**src/rtl/shift_reg_univ.sv**
```systemverilog
// Universal shift register: shift-up, shift-down and parallel load, with a count of valid stages.
// Optional define SHIFT_REG_UNIV_PARITY_EN adds o_parity, the XOR of all stored bits.
module shift_reg_univ #(
  parameter int WIDTH  = 1,
  parameter int LENGTH = 8,
  localparam int CNT_W = $clog2(LENGTH + 1),
  localparam int PW    = LENGTH * WIDTH
) (
  input  logic             i_clk,
  input  logic             i_rst,
  input  logic             i_en,
  input  logic [1:0]       i_mode,
  input  logic [WIDTH-1:0] i_din,
  input  logic [PW-1:0]    i_pdin,
  output logic [WIDTH-1:0] o_dout,
  output logic [PW-1:0]    o_pdout,
  output logic [CNT_W-1:0] o_count,
  output logic             o_full
`ifdef SHIFT_REG_UNIV_PARITY_EN
  ,
  output logic             o_parity
`endif
);

  localparam logic [1:0] MODE_HOLD = 2'b00;
  localparam logic [1:0] MODE_UP   = 2'b01;
  localparam logic [1:0] MODE_DOWN = 2'b10;
  localparam logic [1:0] MODE_LOAD = 2'b11;

  localparam logic [CNT_W-1:0] CNT_FULL = CNT_W'(LENGTH);
  localparam logic [CNT_W-1:0] CNT_ONE  = CNT_W'(1);

  function automatic logic [CNT_W-1:0] sat_inc(input logic [CNT_W-1:0] c);
    return (c == CNT_FULL) ? c : c + CNT_ONE;
  endfunction

  logic [PW-1:0]    stage_p1, stage_nxt;
  logic [CNT_W-1:0] count_p1, count_nxt;
  logic             full_p1, full_nxt;
  logic             dir_up_p1, dir_up_nxt;
  // A reversal only invalidates older words if they were entered by a shift;
  // after reset or a parallel load every stage is already accounted for.
  logic             shifted_p1, shifted_nxt;

  always_comb begin
    stage_nxt   = stage_p1;
    count_nxt   = count_p1;
    dir_up_nxt  = dir_up_p1;
    shifted_nxt = shifted_p1;
    if (i_en) begin
      case (i_mode)
        MODE_UP: begin
          stage_nxt   = {stage_p1[PW-WIDTH-1:0], i_din};
          count_nxt   = (shifted_p1 && !dir_up_p1) ? CNT_ONE : sat_inc(count_p1);
          dir_up_nxt  = 1'b1;
          shifted_nxt = 1'b1;
        end
        MODE_DOWN: begin
          stage_nxt   = {i_din, stage_p1[PW-1:WIDTH]};
          count_nxt   = (shifted_p1 && dir_up_p1) ? CNT_ONE : sat_inc(count_p1);
          dir_up_nxt  = 1'b0;
          shifted_nxt = 1'b1;
        end
        MODE_LOAD: begin
          stage_nxt   = i_pdin;
          count_nxt   = CNT_FULL;
          shifted_nxt = 1'b0;
        end
        MODE_HOLD: ;
        default: ;
      endcase
    end
    full_nxt = (count_nxt == CNT_FULL);
  end

  // ---- stage p1: registered state ----
  always_ff @(posedge i_clk) begin
    if (i_rst) begin
      stage_p1   <= '0;
      count_p1   <= '0;
      full_p1    <= 1'b0;
      dir_up_p1  <= 1'b1;
      shifted_p1 <= 1'b0;
    end else begin
      stage_p1   <= stage_nxt;
      count_p1   <= count_nxt;
      full_p1    <= full_nxt;
      dir_up_p1  <= dir_up_nxt;
      shifted_p1 <= shifted_nxt;
    end
  end

  assign o_pdout = stage_p1;
  assign o_count = count_p1;
  assign o_full  = full_p1;
  assign o_dout  = dir_up_p1 ? stage_p1[PW-WIDTH +: WIDTH] : stage_p1[0 +: WIDTH];

`ifdef SHIFT_REG_UNIV_PARITY_EN
  assign o_parity = ^stage_p1;
`endif

endmodule

```
**config.mk**
```make
export PLATFORM = sky130hd
export DESIGN_NAME = shift_reg_univ
export DESIGN_NICKNAME = d
export VERILOG_FILES = /design/src/rtl/shift_reg_univ.sv
export SDC_FILE = /design/constraint.sdc
export NUM_CORES = 1
export LEC_CHECK = 0
export ABC_CLOCK_PERIOD_IN_PS = 1500
export BUFFER_PORTS_ARGS = -buffer_cell sky130_fd_sc_hd__buf_2
export CAP_MARGIN = 20
export CORE_MARGIN = 2
export CORE_UTILIZATION = 46
export CTS_BUF_LIST = sky130_fd_sc_hd__clkbuf_4
export CTS_CLUSTER_DIAMETER = 30
export DETAILED_ROUTE_END_ITERATION = 7
export PLACE_DENSITY = 0.76
export RECOVER_POWER = 25
export SLEW_MARGIN = 20
export SYNTH_ARGS = -nofsm -noshare
export SYNTH_HDL_FRONTEND = slang
export SYNTH_SLANG_ARGS = --single-unit
```
**constraint.sdc**
```tcl
create_clock -name i_clk -period 1.5 [get_ports i_clk]
set_clock_uncertainty 0.05 [all_clocks]
set_input_delay 0.075 -clock i_clk [delete_from_list [all_inputs] [get_ports i_clk]]
set_output_delay 0.075 -clock i_clk [all_outputs]
set_load 0.1 [all_outputs]
```
==> results.sh, run 1 <==
export IMPL_status="complete, but fails checks"
export IMPL_violations="negative setup slack"
export IMPL_syn_to_final_growth_pct=34.01
export IMPL_min_to="o_pdout[7]"
export IMPL_initial_core_util_pct=49.53
export IMPL_combPwrFrac_pct=37.4
export IMPL_power_frac_seq_pct=41.5
export IMPL_crit_fanout=2
export IMPL_startpoint="o_count[0]"
export IMPL_final_nets=157
export IMPL_synth_top_area_share_pct=34.73
export IMPL_ff2ff_path_depth=7
export IMPL_drt_pass1_iter_count=4
export IMPL_placed_cell_area_mm2=0.001095
export IMPL_clock_fmax_mhz=658.2
export IMPL_via_count=885
export IMPL_cp_start_kind="register"
export IMPL_p_leak_nw=0.5326
export IMPL_crit_required_ns=1.66
export IMPL_drt_total_wl_um=2215
export IMPL_synthesis_nets=121
export IMPL_clock_root_buffer="clkbuf_4"
export IMPL_path_clk_slew_ns=0.09
export IMPL_place_gp_congestion=0.8344
export IMPL_holdPathStages=3
export IMPL_final_setup_viol_count=1
export IMPL_p_sw_uw=456.6
export IMPL_port_buffers=27
export IMPL_htree_levels=1
export IMPL_ys_ff_latch=15
export IMPL_finalHoldViolCount=0
export IMPL_synth_seq_area_share_pct=34.73
export IMPL_die_area_mm2=0.002243
export IMPL_grt_pass1_vias=819
export IMPL_wire_per_inst_um=13.76
export IMPL_fin_area_mm2=0.001159
export IMPL_worst_setup_path_type="reg2reg"
export IMPL_final_core_utilization_pct=66.38
export IMPL_die_y_um=47.36
export IMPL_relSlewSlack_pct=67.66
export IMPL_reg2reg_to="o_full"
export IMPL_final_layout_size_suffix_gt1_share_pct=45.59
export IMPL_hpwl_um=1668
export IMPL_syn_area_um2=864.6
export IMPL_yosysUniqueCellTypes=29
export IMPL_crit_path_end_kind="register"
export IMPL_cp_arrival_ns=1.68
export IMPL_period_needed_ns=1.519
export IMPL_grt_pass1_wl_um=3553
export IMPL_die_w_um=47.36
export IMPL_synthCells=101
export IMPL_cts_num_sinks=15
export IMPL_fin_crit_sh_pct=101.3
export IMPL_n_antenna_cell=0
export IMPL_rsz0062_at_grt="true"
export IMPL_setup_slack_ns=-0.01925
export IMPL_drt_initial_drc_count=15
export IMPL_row_count=15
export IMPL_clockBufferDepth=2
export IMPL_hp_start="i_pdin[7]"
export IMPL_min_delay_path_class="in2reg"
export IMPL_antenna_found_initial=0
export IMPL_cap_viol_max_count=0
export IMPL_viasPerCell=5.497
export IMPL_num_io_pins=28
export IMPL_grt_max_degree=16
export IMPL_slew_violations=0
export IMPL_clkLatencyLatePin_ns=0.28
export IMPL_r2r_slack_ns=-0.02
export IMPL_clkPwrFrac_pct=21.2
export IMPL_whs_ns=0.05122
export IMPL_ant_nets=0
export IMPL_power_density_mw_per_mm2=947.2
export IMPL_vdd_drop_max_v=0.0006642
export IMPL_worstMarginPinSlew_ns=0.4884
export IMPL_dp_slack_ns=-0.04402
export IMPL_avgSynthCellArea_um2=8.560
export IMPL_ys_warn_count=0
export IMPL_drc=0
export IMPL_r2r_start="o_count[0]"
export IMPL_final_setup_tns_ns=-0.01925
export IMPL_swShare_pct=41.61
export IMPL_cts_tree="yes"
export IMPL_numCtsBuffers=3
export IMPL_synth_area_top_cells="dfxtp_1 (35%), ha_1 (8.7%), a221o_1 (8.1%), nor2_1 (6.5%), a21oi_1 (5.8%)"
export IMPL_internal_power_uw=640.8
export IMPL_design_core_area_mm2=0.001745
export IMPL_grt_usage_pct=23.00
export IMPL_overflow=0
export IMPL_synth_top_cell_by_area="dfxtp_1"
## synthesized netlist by cell type
library cell,instances
ha_1,6
mux2i_1,2
nand3b_1,1
and2_2,1
a211o_2,1
dfxtp_1,15
nand3_1,3
nor3_1,8
nor2b_1,2
a32oi_2,1
clkbuf_1,2
a311oi_1,1
nand2b_4,1
nor4b_2,1
a211oi_1,2
o21ai_0,3
nand2b_1,1
inv_1,4
a31oi_1,1
a21oi_1,10
and2b_2,2
buf_2,3
o21ai_1,2
a22oi_1,1
xnor2_1,1
nand2_1,3
nor2_1,15
mux2_2,1
a221o_1,7
## area by class of cell
cell class	instances	area, um2
fillers	167	586.8
multi-input cells	77	559.3
flip-flops and latches	15	320.3
repair buffers	36	200.2
well taps	25	31.28
clock buffers	3	22.52
inverters	4	20.02
clock inverters	1	5.005
## worst max-delay path by stage
| stage | to | slack, ns | cells after the start |
|---|---|---|---|
| 6_report | o_full | -0.02 | 7 |
| 5_1_grt | o_full | -0.09 | 7 |
| 4_1_cts | o_full | 0.0007 | 7 |
| 3_5_place_dp | o_full | -0.04 | 8 |
| 3_3_place_gp | o_full | -0.02 | 8 |
| 2_1_floorplan | o_pdout[3] | -0.09 | 3 |
## logic make-up after synthesis
family / synth area share, %
muxes: 3.618
xor gates and xnor gates: 1.013
and+or+nand+nor: 23.44
adders and majority gates: 8.683
DFF: 34.73
AOI/OAI and AO/OA: 24.17
buffers and inverters: 4.341
## power by group through the flow
stage	clock network, mW	registers, mW	logic, mW
floorplan	0	0.621	0.149
global route	0.257	0.459	0.434
global placement	0	0.461	0.387
CTS	0.242	0.454	0.401
detailed placement	0	0.463	0.396
finish	0.232	0.455	0.410
## critical path, cell delays in order, from the launching register on
cell and delay [ns]:
dfxtp_4 0.36, inv_4 0.06, ha_4 0.13, nand3b_1 0.12
xnor2_2 0.17, o21ai_1 0.20, a31oi_2 0.14, nor4b_2 0.21
## flip-flops by register name, summed over array words and instances (netlist names)
register / flops
o_pdout: 8
o_count: 4
dir_up_p1: 1
o_full: 1
shifted_p1: 1
## placed cells by master (no fill, tap or decap), types with 3 or more instances in the layout
master	n
nor2_1	15
buf_2	26
dfxtp_1	5
o21ai_1	4
ha_1	5
dfxtp_4	3
dfxtp_2	7
nand3_1	3
clkbuf_4	3
a21oi_1	10
a221o_1	7
buf_4	7
nor3_1	8
## timing repair
action / 4_1_cts / 5_1_grt
pin swaps: 0 / 5
hold buffers: 1 / 0
gates resized for setup: 3 / 4
hold endpoints to repair: 1 / 0
setup endpoints to repair: 2 / 2
buffers inserted: 0 / 1
## routing by layer
layer | global-route usage (%) | routed length (um) | vias to the layer above
met4 | 11.11 | 15 | 0
met5 | 0 | 0 | -
li1 | - | - | 440
met1 | 25.70 | 885 | 421
met2 | 40.00 | 1223 | 22
met3 | 6.154 | 90 | 2
## through the flow
stage	instances	power, mW
after floorplan	101	0.7696
after global placement	155	0.8484
after detailed placement	155	0.8588
after CTS	160	1.098
after global routing	161	1.150
final	161	1.097
(Power assumes the default switching activity.)
==> inputs of run 2 (changes only) <==
CORE_UTILIZATION = 45   (was 46)
PLACE_DENSITY = 0.75   (was 0.76)
==> results.sh, run 2 (same netlist as run 1, synthesis figures left out) <==
export IMPL_status="finished, final reports clean"
export IMPL_grt_max_degree=16
export IMPL_viasPerCell=5.506
export IMPL_place_gp_congestion=0.7925
export IMPL_worstMarginPinSlew_ns=0.4868
export IMPL_htree_levels=1
export IMPL_die_y_um=47.83
export IMPL_period_needed_ns=1.461
export IMPL_overflow=0
export IMPL_relSlewSlack_pct=67.77
export IMPL_cp_arrival_ns=1.62
export IMPL_min_to="o_pdout[7]"
export IMPL_crit_path_end_kind="register"
export IMPL_slew_violations=0
export IMPL_numCtsBuffers=3
export IMPL_grt_pass1_vias=844
export IMPL_finalHoldViolCount=0
export IMPL_clkLatencyLatePin_ns=0.28
export IMPL_reg2reg_to="o_count[0]"
export IMPL_hpwl_um=1596
export IMPL_drt_initial_drc_count=12
export IMPL_cap_viol_max_count=0
export IMPL_stdcell_count=160
export IMPL_ant_nets=0
export IMPL_cts_num_sinks=15
export IMPL_min_delay_path_class="in2reg"
export IMPL_syn_to_final_growth_pct=35.89
export IMPL_final_nets=156
export IMPL_via_count=881
export IMPL_final_layout_size_suffix_gt1_share_pct=48.15
export IMPL_ff_latch_area_um2=322.8
export IMPL_rsz0062_at_grt="true"
export IMPL_drt_total_wl_um=2197
export IMPL_num_io_pins=28
export IMPL_wire_per_inst_um=13.73
export IMPL_vdd_drop_max_v=0.0005688
export IMPL_fin_crit_sh_pct=97.42
export IMPL_grt_pass1_wl_um=3436
export IMPL_ff2ff_path_depth=7
export IMPL_n_antenna_cell=0
export IMPL_fillers=168
export IMPL_design_core_area_mm2=0.001764
export IMPL_multiInputGateArea_um2=575.6
export IMPL_final_setup_tns_ns=0
export IMPL_final_core_utilization_pct=66.60
export IMPL_final_setup_viol_count=0
export IMPL_power_density_mw_per_mm2=951.0
export IMPL_r2r_start="o_count[1]"
export IMPL_p_leak_nw=0.5362
export IMPL_clockBufferDepth=2
export IMPL_clock_root_buffer="clkbuf_4"
export IMPL_worst_setup_path_type="reg2reg"
export IMPL_grt_usage_pct=21.89
export IMPL_cts_tree="yes"
export IMPL_cp_start_kind="register"
export IMPL_drc=0
export IMPL_place_inst=152
export IMPL_row_count=15
export IMPL_mostFrequentLayoutCell="buf_2"
export IMPL_drt_pass1_iter_count=3
export IMPL_r2r_slack_ns=0.04
export IMPL_port_buffers=27
export IMPL_crit_required_ns=1.66
export IMPL_placed_cell_area_mm2=0.001072
export IMPL_largest_register_ffs=8
export IMPL_clock_fmax_mhz=684.3
export IMPL_initial_core_util_pct=49.01
export IMPL_antenna_found_initial=0
export IMPL_holdPathStages=3
export IMPL_hp_start="i_pdin[7]"
export IMPL_die_w_um=47.83
export IMPL_layout_common_cells="buf_2 (27), nor2_1 (15), a21oi_1 (10)"
export IMPL_crit_fanout=5
export IMPL_path_clk_slew_ns=0.09
export IMPL_die_area_mm2=0.002288
export IMPL_fin_area_mm2=0.001175
-- run 2: metrics by stage --
step / worst slack (ns) / hold WS (ns) / total power [mW]
global placement: -0.03583 / 0.2955 / 0.8457
floorplan: -0.09277 / 0.08693 / 0.7696
CTS: 0.02502 / 0.05261 / 1.107
finish: 0.03867 / 0.06171 / 1.117
detailed placement: -0.05578 / 0.3042 / 0.8527
global route: -0.07253 / 0.07854 / 1.169
-- run 2: area by class of cell --
| cell class | instances | share of cell area, % |
|---|---|---|
| multi-input cells | 77 | 48.99 |
| flip-flops and latches | 15 | 27.48 |
| repair buffers | 35 | 16.83 |
| well taps | 25 | 2.662 |
| clock buffers | 4 | 2.556 |
| inverters | 4 | 1.491 |
-- run 2: worst max path at each step --
stage                           from         end  slack, ns  cells past startpoint
final                     o_count[1]  o_count[0]       0.04                      7
after global placement     i_mode[0]      o_full      -0.04                      8
after detailed placement   i_mode[0]      o_full      -0.06                      8
after CTS                 o_count[1]  o_count[0]       0.03                      7
after floorplan           o_pdout[4]  o_pdout[3]      -0.09                      3
after global routing      o_count[1]      o_full      -0.07                      7
-- run 2: power breakdown --
| group | switching (mW) | internal, mW | total, mW |
|---|---|---|---|
| logic | 0.296 | 0.119 | 0.415 |
| registers | 0.0304 | 0.425 | 0.455 |
| clock network | 0.126 | 0.121 | 0.247 |
-- run 2: routing by layer --
| layer | up-vias | routed length (um) | track usage (%) |
|---|---|---|---|
| li1 | 439 | - | - |
| met1 | 422 | 955 | 24.26 |
| met2 | 18 | 1165 | 39.73 |
| met3 | 2 | 61 | 4.528 |
| met4 | 0 | 14 | 9.730 |
| met5 | - | 0 | 0 |
-- run 2: worst max-delay path, cell delays in order (launching register included) --
cell and delay (ns):
dfxtp_4 0.37, inv_2 0.06, ha_4 0.12, nand3b_1 0.12
xnor2_2 0.24, o21ai_2 0.08, a31oi_2 0.21, nor2b_1 0.15
-- run 2: timing repair --
| item | CTS | global route |
|---|---|---|
| setup endpoints to repair | 1 | 2 |
| resized for setup | 1 | 9 |
| hold buffers | 1 | 0 |
| endpoints found under the hold margin | 1 | 0 |
| buffers inserted | 0 | 3 |
| pin swaps | 0 | 5 |
